File: config.mk
export PLATFORM = sky130hd
export DESIGN_NAME = img_gray_frame_walker
export DESIGN_NICKNAME = d
export VERILOG_FILES = /design/src/rtl/img_gray_frame_walker.sv
export SDC_FILE = /design/constraint.sdc
export NUM_CORES = 1
export LEC_CHECK = 0
export CORE_ASPECT_RATIO = 0.9
export CORE_MARGIN = 2
export CORE_UTILIZATION = 45
export DETAILED_ROUTE_END_ITERATION = 7
export PLACE_DENSITY = 0.7
export RECOVER_POWER = 50
export SETUP_SLACK_MARGIN = 0.5
export SLEW_MARGIN = 40
export SYNTH_ARGS = -nofsm -noshare
export SYNTH_HDL_FRONTEND = slang
export SYNTH_SLANG_ARGS = --single-unit
export TNS_END_PERCENT = 20
File: constraint.sdc
create_clock -name clk -period 2.6 [get_ports clk]
set_input_delay 0.26 -clock clk [delete_from_list [all_inputs] [get_ports clk]]
set_output_delay 0.26 -clock clk [all_outputs]
set_load 0.005 [all_outputs]
File: src/rtl/img_gray_frame_walker.sv
// Frame sequencer: streams every RGB pixel of a frame through the grayscale converter
// and writes the result back at the same address. Optional `FRAME_CHECKSUM_EN adds checksum.
module img_gray_frame_walker #(
    parameter int IMG_W  = 320,
    parameter int IMG_H  = 240,
    parameter int ADDR_W = 17
) (
    input  logic              clk,
    input  logic              rst_n,
    input  logic              start,
    output logic              busy,
    output logic              done,
    output logic              src_rd_en,
    output logic [ADDR_W-1:0] src_addr,
    input  logic [11:0]       src_rdata,
    output logic [11:0]       conv_in,
    input  logic [11:0]       conv_out,
    output logic              dst_wr_en,
    output logic [ADDR_W-1:0] dst_addr,
    output logic [11:0]       dst_wdata,
    input  logic              dst_ready
`ifdef FRAME_CHECKSUM_EN
    ,
    output logic [15:0]       checksum
`endif
);

    localparam int              NPIX_I = IMG_W * IMG_H;
    localparam logic [ADDR_W:0] NPIX   = NPIX_I[ADDR_W:0];

    localparam logic [1:0] ST_IDLE = 2'd0;
    localparam logic [1:0] ST_RUN  = 2'd1;
    localparam logic [1:0] ST_DONE = 2'd2;

    logic [1:0]        state;
    logic [ADDR_W:0]   rd_cnt;
    logic [ADDR_W:0]   wr_cnt;
    logic              vld_p1;
    logic [ADDR_W-1:0] addr_p1;
    logic              skid_vld;
    logic [11:0]       skid_data;
    logic [ADDR_W-1:0] skid_addr;
    logic              stall;
    logic              wr_acc;
    logic              last_wr;
    logic              pix_vld;
    logic [ADDR_W-1:0] pix_addr;

    assign stall    = dst_wr_en & ~dst_ready;
    assign wr_acc   = dst_wr_en & dst_ready;
    assign last_wr  = wr_acc & (wr_cnt == NPIX - 1'b1);
    assign busy     = (state == ST_RUN);
    assign done     = (state == ST_DONE);

    // A held skid entry blocks new reads so at most one pixel is ever in flight past a stall.
    assign src_rd_en = (state == ST_RUN) & (rd_cnt < NPIX) & ~stall & ~skid_vld;
    assign src_addr  = rd_cnt[ADDR_W-1:0];

    assign pix_vld  = skid_vld | vld_p1;
    assign pix_addr = skid_vld ? skid_addr : addr_p1;
    assign conv_in  = skid_vld ? skid_data : (vld_p1 ? src_rdata : 12'd0);

    always_ff @(posedge clk or negedge rst_n) begin
        if (!rst_n) begin
            state  <= ST_IDLE;
            rd_cnt <= '0;
            wr_cnt <= '0;
        end else begin
            case (state)
                ST_IDLE: begin
                    if (start) begin
                        state  <= ST_RUN;
                        rd_cnt <= '0;
                        wr_cnt <= '0;
                    end
                end
                ST_RUN: begin
                    if (src_rd_en)
                        rd_cnt <= rd_cnt + 1'b1;
                    if (wr_acc)
                        wr_cnt <= wr_cnt + 1'b1;
                    if (last_wr)
                        state <= ST_DONE;
                end
                ST_DONE: state <= ST_IDLE;
                default: state <= ST_IDLE;
            endcase
        end
    end

    // Stage 1: read data returning this cycle, or the skid entry parked by a stall
    always_ff @(posedge clk or negedge rst_n) begin
        if (!rst_n) begin
            vld_p1    <= 1'b0;
            addr_p1   <= '0;
            skid_vld  <= 1'b0;
            skid_data <= '0;
            skid_addr <= '0;
            dst_wr_en <= 1'b0;
            dst_addr  <= '0;
            dst_wdata <= '0;
        end else begin
            vld_p1  <= src_rd_en;
            addr_p1 <= src_addr;
            if (stall) begin
                if (vld_p1) begin
                    skid_vld  <= 1'b1;
                    skid_data <= src_rdata;
                    skid_addr <= addr_p1;
                end
            end else begin
                // Output stage
                skid_vld <= 1'b0;
                if (pix_vld) begin
                    dst_wr_en <= 1'b1;
                    dst_addr  <= pix_addr;
                    dst_wdata <= conv_out;
                end else begin
                    dst_wr_en <= 1'b0;
                end
            end
        end
    end

`ifdef FRAME_CHECKSUM_EN
    always_ff @(posedge clk or negedge rst_n) begin
        if (!rst_n)
            checksum <= '0;
        else if ((state == ST_IDLE) && start)
            checksum <= '0;
        else if (wr_acc)
            checksum <= checksum + {4'd0, dst_wdata};
    end
`endif

endmodule
# --- After elaboration in Yosys (flattened, before gate mapping) ---
# Index checks and enable logic that the tools add are counted.
totals:
  register_bits: 116
  input_bits: 28
  output_inout_bits: 62
  elab_cells: 53
op_classes:
  addsub: 2
  order_cmp: 1
  eq_ne: 8
  n_mux: 14
  bitwise_logic: 10
  n_reduce_logical: 7
ops:
  columns: ["op", "count"]
  rows:
  - ["18-bit case mux with 2 select lines", 2]
  - ["18-bit 2-to-1 mux", 3]
  - ["18-bit by 1-bit adder with 18-bit output, second input constant", 2]
  - ["12-bit 2-to-1 mux", 2]
  - ["18-bit by 17-bit == test with 1-bit output, second input constant", 1]
  - ["18-bit by 17-bit less-than comparator with 1-bit output, second input constant", 1]
  - ["17-bit 2-to-1 mux", 1]
  - ["1-bit AND", 6]
  - ["2-bit by 1-bit != test with 1-bit output, second input constant", 3]
  - ["2-bit AND reduction", 3]
  - ["3-bit AND reduction", 2]
  - ["2-bit 2-to-1 mux", 2]
  - ["2-bit != test, second input constant", 2]
  - ["2-bit case mux with 2 select lines", 1]
  - ["1-bit 2-to-1 mux", 3]
  - ["1-bit NOT", 3]
  - ["2-bit by 1-bit == test with 1-bit output, second input constant", 1]
  - ["2-bit == test, second input constant", 1]
  - ["2-bit logical NOT", 1]
  - ["2-bit nonzero test", 1]
  - ["1-bit OR", 1]

# --- Depth between registers and ports, before layout ---
# Gate-level depths: netlist (run 1).
logic_depth:
  depth_word: 7
  ltp_mapped: 7
  ltp_nobuf: 6

# --- Worst setup path after synthesis (run 1) ---
# No wires, ideal clock.
synth_path:
  path_type: "register to register"
  startpoint: "register state[1]"
  endpoint: "register rd_cnt[12]"
  setup_ns: 0.129
  arrival_ns: 1.759
  required_time_ns: 2.471
  slack_ns: 0.712
  stages_incl_launch_ff: 7
  n_path_buf: 1
  synth_period_minus_slack_ns: 1.888
  path_cell_list: "dfrtp_1 or3b_1 buf_6 o211a_2 or4_4 xor2_1 nor2_2"
synth_between:
  elab_chain_len: 6
  elab_cells_between_ends: 10
  classes_between: "eq/ne (3); mux (1); bitwise (3); reduce/logical (3)"
synth_rtl:
  columns: ["item", "line", "rtl"]
  rows:
  - ["from (decl)", "35", "logic [1:0] state;"]
  - ["from (signal assigned)", "65", "state <= ST_IDLE;"]
  - ["from (signal assigned)", "72", "state <= ST_RUN;"]
  - ["from (signal assigned)", "83", "state <= ST_DONE;"]
  - ["2-bit by 1-bit == test with 1-bit output", "56, 69", null]
  - ["1-bit AND (3 in series)", "56", "assign src_rd_en = (state == ST_RUN) & (rd_cnt < NPIX) & ~stall & ~skid_vld;"]
  - ["2-bit by 1-bit != test with 1-bit output (no line)", null, null]
  - ["3-bit AND reduction (no line)", null, null]
  - ["to (signal assigned)", "79", "rd_cnt <= rd_cnt + 1'b1;"]
  - ["to (decl)", "36", "logic [ADDR_W:0] rd_cnt;"]
# Several ways; a longest one is shown, not always the timed one.
# A chain may end at the register's enable or synchronous reset.

# --- Final worst setup path (run 1) ---
layout_path:
  startpoint: "register skid_vld"
  endpoint: "output port src_rd_en"
layout_between:
  elab_chain_len: 2
layout_rtl:
  columns: ["item", "line", "rtl"]
  rows:
  - ["from (decl)", "40", "logic skid_vld;"]
  - ["from (signal assigned)", "96", "skid_vld <= 1'b0;"]
  - ["from (signal assigned)", "107", "skid_vld <= 1'b1;"]
  - ["from (signal assigned)", "113", "skid_vld <= 1'b0;"]
  - ["1-bit NOT", "56", null]
  - ["1-bit AND", "56", null]
  - ["to (decl)", "13", "output logic src_rd_en,"]
# Every way passes these cells.

==> impl_metrics.csv, run 1 <==
group,metric,value,unit
floorplanning,fp-row-count,36,
floorplanning,initial_utilization,46.10,%
min_path,hold_path_class,"primary input to flop",
routing,wl_per_cell,15.77,um
setup_path,critical_path_required,2.34,ns
finish,fill_cells,877,
global_routing,track_usage,19.06,%
sta,fin_worst_skew,0.01034,ns
routing,drc,0,
setup_path,crit_fanout,4,
clock_network,h-tree-depth,4,
synthesis,ys_ff_latch,116,
synthesis,async_flop_share,100.0,%
place,dp_slack,0.2757,ns
setup_path,crit_arrival,1.90,ns
synthesis,yosys_warnings,0,
finish,layout.cells.most_common,"dfrtp_1",
floorplanning,die_h,104.1,um
place,dp_hpwl,6.926,mm
outcome,outcome,"finished, final reports clean",
synthesis,synthCells,423,
floorplanning,io_pins,90,
synthesis,synthTopCellsByArea,"dfrtp_1, mux2_2, nor2_1",
place,port_buffers,89,
finish,layout_common_cells,"dfrtp_1, clkdlybuf4s50_1, nor2_1",
sta,hold_viol_final,0,
sta,finalSetupViolations,0,
global_routing,grt_pass1_vias,3568,
clock_network,clk_pin_slew,0.06,ns
clock_network,numCtsBuffers,17,
global_routing,grt_max_degree,48,
sta,rsz0062_at_grt,"yes",
floorplanning,die_x,115.2,um
synthesis,syn-mean-instance-area,11.83,sq um
finish,num_antenna_cells,0,
power_and_ir_drop,powerDensity,1042,mW/mm^2
synthesis,yosysSeqAreaShare,58.00,%
sta,max-slew-margin-rel,28.35,%
finish,nets,549,
flow_run,drv_cap,0,
global_routing,antenna_found_initial,0,
sta,fin_ws,0.4414,ns
power_and_ir_drop,total_power,6.921,mW
clock_network,cts_buffer_depth,2,
sta,fmax,463.3,MHz
power_and_ir_drop,power.leakage,2.853,nW
synthesis,synth_area,0.005005,sq mm
setup_path,cp-end-kind,"primary output",
power_and_ir_drop,ir_worst_vdd,0.0003665,V
routing,vias,3615,
sta,whs,0.4493,ns
synthesis,yosysUniqueCellTypes,46,
floorplanning,die-area,0.01198,sq mm
routing,postRouteAntennaNets,0,
finish,drive_above_1_share,19.36,%
synthesis,synth_ff_type,"dfrtp_1",
routing,first_iter_violations,197,
clock_network,cts_sinks,116,
setup_path,cp-start-kind,"flop",
clock_network,tritoncts,"yes",
global_routing,grt-ovfl-total,0,
synthesis,syn_nets,453,
finish,synthToLayoutAreaGrowth,32.72,%
global_routing,grt_pass1_wl,17.87,mm
setup_path,setup.worst_path.class,"flop to primary output",
synthesis,synth.top_cell.area_share,58.00,%
finish,layout.area.seq,0.002908,sq mm
sta,finalSetupTns,0,ns
place,place.gp.congestion,0.8886,
finish,multiInputGateArea,0.001907,sq mm
sta,min_period_over_period,83.02,%
routing,totalWireLength,10.79,mm
sta,worstMarginPinSlew,1.075,ns
clock_network,cts-root-buf,"clkbuf_16",
synthesis,synth_top_area_cell,"dfrtp_1",
floorplanning,core-area,0.01086,sq mm
sta,min_period,2.159,ns
synthesis,synth-edff-count,0,
sta,report.final.slew_viol_count,0,
routing,vias_per_cell,5.285,
routing,drt_first_pass_iters,5,
clock_network,clk_latency,0.41,ns
==> registers in the layout (all words and copies together), names as in the netlist <==
| name | cells |
|---|---|
| state | 2 |
| skid_data | 12 |
| addr_p1 | 17 |
| dst_wr_en | 1 |
| rd_cnt | 18 |
| skid_addr | 17 |
| dst_addr | 17 |
| dst_wdata | 12 |
| vld_p1 | 1 |
| skid_vld | 1 |
| wr_cnt | 18 |
==> cell families after synthesis <==
| logic type | after synthesis | share of synthesized area (%) |
|---|---|---|
| flops | 116 | 58.00 |
| xor+xnor | 22 | 3.850 |
| compound gates | 62 | 8.175 |
| fa+ha+maj | 2 | 0.4999 |
| mux | 59 | 12.85 |
| buf+inv | 36 | 4.225 |
| simple gates | 126 | 12.40 |
==> worst max-delay path, cell delays in order (launching register included) <==
cell and delay [ns]:
dfrtp_2 0.44, buf_4 0.14, nor2_1 0.17, and3_1 0.24, and2_0 0.24, dlygate4sd2_1 0.26
==> area by class of cell <==
class,instances,area share (%)
Inverter,2,0.1130
Clock buffer,19,6.819
Tap cell,152,2.863
Sequential cell,116,43.77
Timing Repair Buffer,111,15.88
Multi-Input combinational cell,271,28.71
Clock inverter,13,1.846
==> synth_stat cells, types with 2 or more instances <==
| library cell | instances |
|---|---|
| mux2_2 | 37 |
| and4_1 | 2 |
| a31oi_1 | 3 |
| a21oi_1 | 24 |
| nand4_1 | 5 |
| nor2_1 | 48 |
| nor4_1 | 3 |
| ha_1 | 2 |
| and3_1 | 7 |
| a211oi_2 | 2 |
| nor2b_1 | 3 |
| nand2b_1 | 2 |
| xor2_1 | 16 |
| xnor2_1 | 6 |
| mux2i_1 | 17 |
| nand3_1 | 17 |
| buf_4 | 17 |
| clkbuf_1 | 12 |
| dfrtp_1 | 116 |
| buf_2 | 4 |
| o21ai_0 | 11 |
| nor3_1 | 4 |
| a22o_1 | 13 |
| and2_1 | 3 |
| mux2_1 | 5 |
| o31ai_1 | 2 |
| nand2_1 | 18 |
| or3_1 | 6 |
==> what timing repair did <==
action                                 CTS  global route
pin swaps                                3             0
resized for setup                       10             0
hold buffers                             1             0
setup endpoints to repair               13            21
endpoints found under the hold margin   41             0
buffers inserted                        10             0
==> worst paths after layout <==
check,from,to,slack [ns],depth (start not counted)
hold / removal,conv_out[7],dst_wdata[7]$_DFFE_PN0P_,0.45,2
setup / recovery,skid_vld$_DFFE_PN0P_,src_rd_en,0.44,5
min in group asynchronous,rst_n,dst_addr[10]$_DFFE_PN0P_,0.59,2
setup reg to reg,state[1]$_DFFE_PN0P_,wr_cnt[16]$_DFFE_PN0P_,0.54,6
hold reg to reg,rd_cnt[8]$_DFFE_PN0P_,addr_p1[8]$_DFF_PN0_,0.47,0
max in group asynchronous,rst_n,rd_cnt[14]$_DFFE_PN0P_,0.65,3
==> per-stage QoR <==
step	instance area, sq um	utilization (%)	instances
global route	6643	61.19	684
CTS	6678	61.51	684
global placement	6000	55.27	641
floorplan	5005	-	423
detailed placement	6000	55.27	641
finish	6643	61.19	684
==> metal layers <==
| layer | vias up | global-route usage (%) | wire [um] |
|---|---|---|---|
| li1 | 1682 | - | - |
| met1 | 1794 | 25.55 | 4990 |
| met2 | 118 | 30.08 | 5159 |
| met3 | 21 | 4.720 | 465 |
| met4 | 0 | 6.885 | 173 |
| met5 | - | 0 | 0 |
==> power by group <==
group / switching (mW) / internal [mW] / total, mW
Clock: 0.875 / 1.38 / 2.25
Combinational: 0.739 / 1.18 / 1.92
Sequential: 0.373 / 2.37 / 2.75
Total: 1.99 / 4.93 / 6.92
Note: power is estimated with default switching activity, not from simulation.
==> run 2: changes to the inputs <==
Clock period 2.6 ns to 2.2 ns, I/O delays scaled along.
==> run 2 against run 1 <==
  * Sequential power is 18% higher
  * Hold slack worse by 0.035 ns
  * Power is 22% higher
==> impl_metrics.csv, run 2 (synthesis results as in run 1) <==
group,metric,value,unit
outcome,outcome,"finished, final reports clean",
routing,totalWireLength,11.31,mm
clock_network,cts_buffer_depth,2,
floorplanning,die_h,104.1,um
routing,drc,0,
setup_path,critPathMaxStageDelay,0.40,ns
floorplanning,die-area,0.01198,sq mm
sta,hold_viol_final,0,
clock_network,h-tree-depth,4,
clock_network,numCtsBuffers,17,
min_path,whs_path_depth,2,
routing,drt_first_pass_iters,5,
finish,top_regs,"rd_cnt (18), wr_cnt (18)",
finish,layout.cells.most_common,"dfrtp_1",
clock_network,cts-root-buf,"clkbuf_16",
setup_path,critical_path_required,2.53,ns
sta,fmax,501.5,MHz
clock_network,clk_latency,0.41,ns
finish,num_antenna_cells,0,
sta,max-slew-margin-rel,12.51,%
setup_path,setup.worst_path.class,"flop to flop",
setup_path,crit_fanout,6,
sta,rsz0062_at_grt,"yes",
global_routing,grt_pass1_vias,3709,
floorplanning,core-area,0.01086,sq mm
floorplanning,fp-row-count,36,
setup_path,r2r-start,"rd_cnt[1]$_DFFE_PN0P_",
global_routing,grt_max_degree,52,
sta,finalSetupTns,0,ns
floorplanning,die_x,115.2,um
global_routing,antenna_found_initial,0,
setup_path,ff2ff_path_depth,6,
routing,wl_per_cell,15.87,um
finish,drive_above_1_share,26.38,%
min_path,hp-start,"conv_out[6]",
routing,vias,3730,
min_path,hold_end,"dst_wdata[6]$_DFFE_PN0P_",
sta,min_period,1.994,ns
floorplanning,io_pins,90,
finish,multiInputGateArea,0.002034,sq mm
sta,min_period_over_period,90.64,%
sta,fin_ws,0.2058,ns
finish,fin_util,64.32,%
finish,layout_common_cells,"dfrtp_1, clkdlybuf4s50_1, nor2_1",
place,port_buffers,89,
clock_network,cts_sinks,116,
clock_network,tritoncts,"yes",
place,dp_cells,663,
finish,nets,578,
setup_path,cp_top_family,"simple AND/OR/NAND/NOR gates",
sta,fin_worst_skew,0.005778,ns
global_routing,track_usage,19.46,%
sta,worstMarginPinSlew,1.312,ns
sta,finalSetupViolations,0,
global_routing,grt-ovfl-total,0,
setup_path,cp_num_buf_inv,1,
place,dp_hpwl,7.218,mm
flow_run,drv_cap,0,
setup_path,cp-start-kind,"flop",
floorplanning,initial_utilization,46.10,%
power_and_ir_drop,ir_worst_vdd,0.0007404,V
finish,synthToLayoutAreaGrowth,39.50,%
power_and_ir_drop,power.leakage,3.024,nW
finish,stdcell_count,713,
setup_path,path_cells,"clkbuf_1 > nand3_1 > nor3_1 > nand3_4 > or3_4 > a21oi_2",
setup_path,cp-end-kind,"flop",
routing,postRouteAntennaNets,0,
setup_path,r2r_end,"rd_cnt[13]$_DFFE_PN0P_",
routing,vias_per_cell,5.231,
global_routing,grt_pass1_wl,18.08,mm
setup_path,reg2reg_slack,0.21,ns
place,dp_slack,-0.007321,ns
setup_path,slowest_stage,"or3_4",
setup_path,crit_arrival,2.33,ns
min_path,hold_path_class,"primary input to flop",
clock_network,clk_pin_slew,0.06,ns
routing,first_iter_violations,199,
power_and_ir_drop,powerDensity,1207,mW/mm^2
power_and_ir_drop,total_power,8.430,mW
finish,fill_cells,843,
finish,layout.area.seq,0.002905,sq mm
place,place.gp.congestion,0.8817,
sta,report.final.slew_viol_count,0,
## run 2: power by group
group	switching [mW]	total, mW	internal (mW)	leakage, nW
Clock	0.974	2.67	1.69	0.269
Combinational	1.01	2.53	1.52	1.31
Sequential	0.432	3.24	2.81	1.44
## run 2: worst max-delay path by stage
stage	slack, ns	startpoint	cells past startpoint	to
CTS	0.32	rd_cnt[13]$_DFFE_PN0P_	6	rd_cnt[12]$_DFFE_PN0P_
finish	0.21	rd_cnt[1]$_DFFE_PN0P_	6	rd_cnt[13]$_DFFE_PN0P_
detailed placement	-0.007	start	6	rd_cnt[6]$_DFFE_PN0P_
floorplan	0.37	rd_cnt[0]$_DFFE_PN0P_	6	rd_cnt[12]$_DFFE_PN0P_
global placement	0.05	start	6	rd_cnt[6]$_DFFE_PN0P_
global route	0.1	rd_cnt[0]$_DFFE_PN0P_	6	rd_cnt[13]$_DFFE_PN0P_
## run 2: area by class of cell
| cell class | count | area share (%) |
|---|---|---|
| timing repair buffer | 140 | 18.15 |
| inverter | 2 | 0.1075 |
| clock inverter | 12 | 1.864 |
| clock buffer | 20 | 6.398 |
| tap | 152 | 2.724 |
| sequential | 116 | 41.61 |
| multi-input combinational | 271 | 29.14 |
## run 2: timing repair
item	in CTS	in global routing
hold endpoints to repair	49	0
cloned	1	0
endpoints found under the setup margin	46	79
pin swaps	12	13
hold buffers	1	0
buffers inserted	13	3
gates resized for setup	49	30
## run 2: worst register-to-register path: cells and delay by family (launching register included)
family | cells | cell delay [ns]
and+or+nand+nor | 4 | 1.18
DFF | 1 | 0.39
buffers and inverters | 1 | 0.24
AOI/OAI and AO/OA | 1 | 0.12
## run 2: stage by stage
stage | hold WS [ns] | instance area, sq um
floorplan | -0.07559 | 5025
finish | 0.4146 | 6982
detailed placement | 0.2977 | 6170
global placement | 0.3019 | 6170
global route | 0.4038 | 6982
CTS | 0.4090 | 6892
## run 2: routing by layer
metal	global-route usage [%]	wire, um
met1	25.51	4872
met2	30.76	5591
met3	5.303	672
met4	7.487	177
met5	0	0
==> run 3: changes to the inputs <==
Settings changed: CORE_MARGIN 2 to default, PLACE_DENSITY 0.7 to 0.8.
==> run 3 against run 2 <==
  * Clock power about the same
  * Sequential cell count unchanged
  * Routed wire length is 7.6% higher
  * Final area shrank 1.1%
  * Via count is 3.5% higher
  * Register-to-register slack about the same
  * Global-route usage rose by 1.3 points
==> impl_metrics.csv, run 3 (synthesis results as in run 1) <==
group,metric,value,unit
power_and_ir_drop,power.leakage,3.004,nW
setup_path,setup.worst_path.class,"flop to flop",
clock_network,cts_sinks,116,
power_and_ir_drop,p_seq_share,38.9,%
place,port_buffers,89,
setup_path,reg2reg_slack,0.20,ns
floorplanning,initial_utilization,46.30,%
min_path,hold_end,"dst_wdata[10]$_DFFE_PN0P_",
power_and_ir_drop,power.share.clock,31.6,%
floorplanning,fp-row-count,36,
min_path,hp-start,"conv_out[10]",
finish,top_regs,"rd_cnt (18), wr_cnt (18)",
sta,hold_viol_final,0,
setup_path,crit_fanout,9,
global_routing,grt-ovfl-total,0,
finish,num_antenna_cells,0,
power_and_ir_drop,powerDensity,1213,mW/mm^2
global_routing,grt_max_degree,47,
finish,drive_above_1_share,26.88,%
routing,totalWireLength,12.18,mm
power_and_ir_drop,p_int,5.924,mW
floorplanning,die_h,102.1,um
routing,drt_first_pass_iters,4,
min_path,whs_path_depth,2,
flow_run,drv_cap,0,
routing,wl_per_cell,17.62,um
sta,fin_worst_skew,0.007259,ns
setup_path,cp-end-kind,"flop",
finish,nets,575,
finish,design_area,0.006903,sq mm
clock_network,clk_latency,0.41,ns
sta,max-slew-margin-rel,41.29,%
clock_network,cts-root-buf,"clkbuf_16",
floorplanning,io_pins,90,
finish,synthToLayoutAreaGrowth,37.92,%
setup_path,r2r-start,"rd_cnt[6]$_DFFE_PN0P_",
global_routing,antenna_found_initial,0,
setup_path,cp-start-kind,"flop",
sta,finalSetupViolations,0,
setup_path,r2r_end,"rd_cnt[12]$_DFFE_PN0P_",
power_and_ir_drop,p_sw_share,29.25,%
clock_network,h-tree-depth,4,
clock_network,numCtsBuffers,17,
global_routing,track_usage,20.76,%
finish,stdcell_count,691,
sta,report.final.slew_viol_count,0,
routing,postRouteAntennaNets,0,
floorplanning,core-area,0.01081,sq mm
clock_network,tritoncts,"yes",
clock_network,cts_buffer_depth,2,
global_routing,grt_pass1_vias,3719,
outcome,outcome,"finished, final reports clean",
power_and_ir_drop,combPwrFrac,29.5,%
finish,layout_common_cells,"dfrtp_1, clkdlybuf4s50_1, nor2_1",
power_and_ir_drop,switchingPower,2.449,mW
place,dp_cells,631,
routing,vias_per_cell,5.585,
sta,rsz0062_at_grt,"yes",
place,dpl_cell_area,0.006073,sq mm
setup_path,crit_arrival,2.28,ns
routing,first_iter_violations,226,
routing,drc,0,
place,place.gp.congestion,0.8533,
sta,fmax,499.4,MHz
global_routing,grt_pass1_wl,18.49,mm
setup_path,critical_path_required,2.48,ns
clock_network,clk_pin_slew,0.05,ns
sta,worstMarginPinSlew,0.8807,ns
floorplanning,die-area,0.01155,sq mm
sta,min_period,2.002,ns
power_and_ir_drop,ir_worst_vdd,0.0005476,V
setup_path,ff2ff_path_depth,5,
place,dp_hpwl,7.020,mm
min_path,hold_path_class,"primary input to flop",
floorplanning,die_x,113.2,um
finish,layout.cells.most_common,"dfrtp_1",
sta,min_period_over_period,91.02,%
sta,finalSetupTns,0,ns
routing,vias,3859,
==> run 3: through the flow <==
stage / util (%) / setup slack (ns) / hold slack (ns) / total power, mW
floorplan: - / 0.3712 / -0.07559 / 4.395
global placement: 56.18 / 0.03964 / 0.2036 / 5.521
CTS: 63.51 / 0.3216 / 0.3236 / 8.385
detailed placement: 56.18 / -0.03124 / 0.2053 / 5.646
finish: 63.85 / 0.1976 / 0.4199 / 8.373
global route: 63.85 / 0.1681 / 0.4099 / 8.776
==> run 3: worst max path at each step <==
stage	from	to	slack, ns	cells after the start
2_1_floorplan	rd_cnt[0]$_DFFE_PN0P_	rd_cnt[12]$_DFFE_PN0P_	0.37	6
3_3_place_gp	start	rd_cnt[6]$_DFFE_PN0P_	0.04	6
3_5_place_dp	start	rd_cnt[13]$_DFFE_PN0P_	-0.03	6
4_1_cts	rd_cnt[13]$_DFFE_PN0P_	rd_cnt[3]$_DFFE_PN0P_	0.32	7
5_1_grt	rd_cnt[12]$_DFFE_PN0P_	src_rd_en	0.17	5
6_report	rd_cnt[6]$_DFFE_PN0P_	rd_cnt[12]$_DFFE_PN0P_	0.20	5
==> run 3: power by group through the flow <==
stage	clock network (mW)	registers, mW	logic (mW)
after floorplan	0	3.21	1.19
after global placement	0	3.22	2.30
after detailed placement	0	3.27	2.38
after CTS	2.66	3.24	2.49
after global routing	2.77	3.33	2.68
final	2.64	3.26	2.47
==> run 3: repair_timing <==
action / in CTS / in global routing
setup buffers: 19 / 6
setup endpoints to repair: 45 / 50
gates resized for setup: 70 / 14
hold buffers: 1 / 0
pin swaps: 14 / 7
cloned: 2 / 0
hold endpoints to repair: 33 / 0
==> run 3: metal layers <==
layer | up-vias | wire length [um] | track usage [%]
met3 | 46 | 724 | 5.219
met4 | 0 | 472 | 8.806
met2 | 161 | 6037 | 34.31
li1 | 1730 | - | -
met1 | 1922 | 4943 | 26.35
met5 | - | 0 | 0
==> run 3: critical path, cell delays in order (launching register included) <==
cell     delay, ns
dfrtp_1       0.52
nand3_2       0.18
or3_4         0.41
or4_4         0.55
xor2_2        0.17
nor2_2        0.04
==> run 3: cell type report <==
class | count | area (sq um)
fillers | 781 | 3908
multi-input cells | 271 | 2023
well taps | 133 | 166.4
inverters | 2 | 7.507
clock inverters | 11 | 100.1
clock buffers | 21 | 480.5
repair buffers | 137 | 1217
flip-flops and latches | 116 | 2908
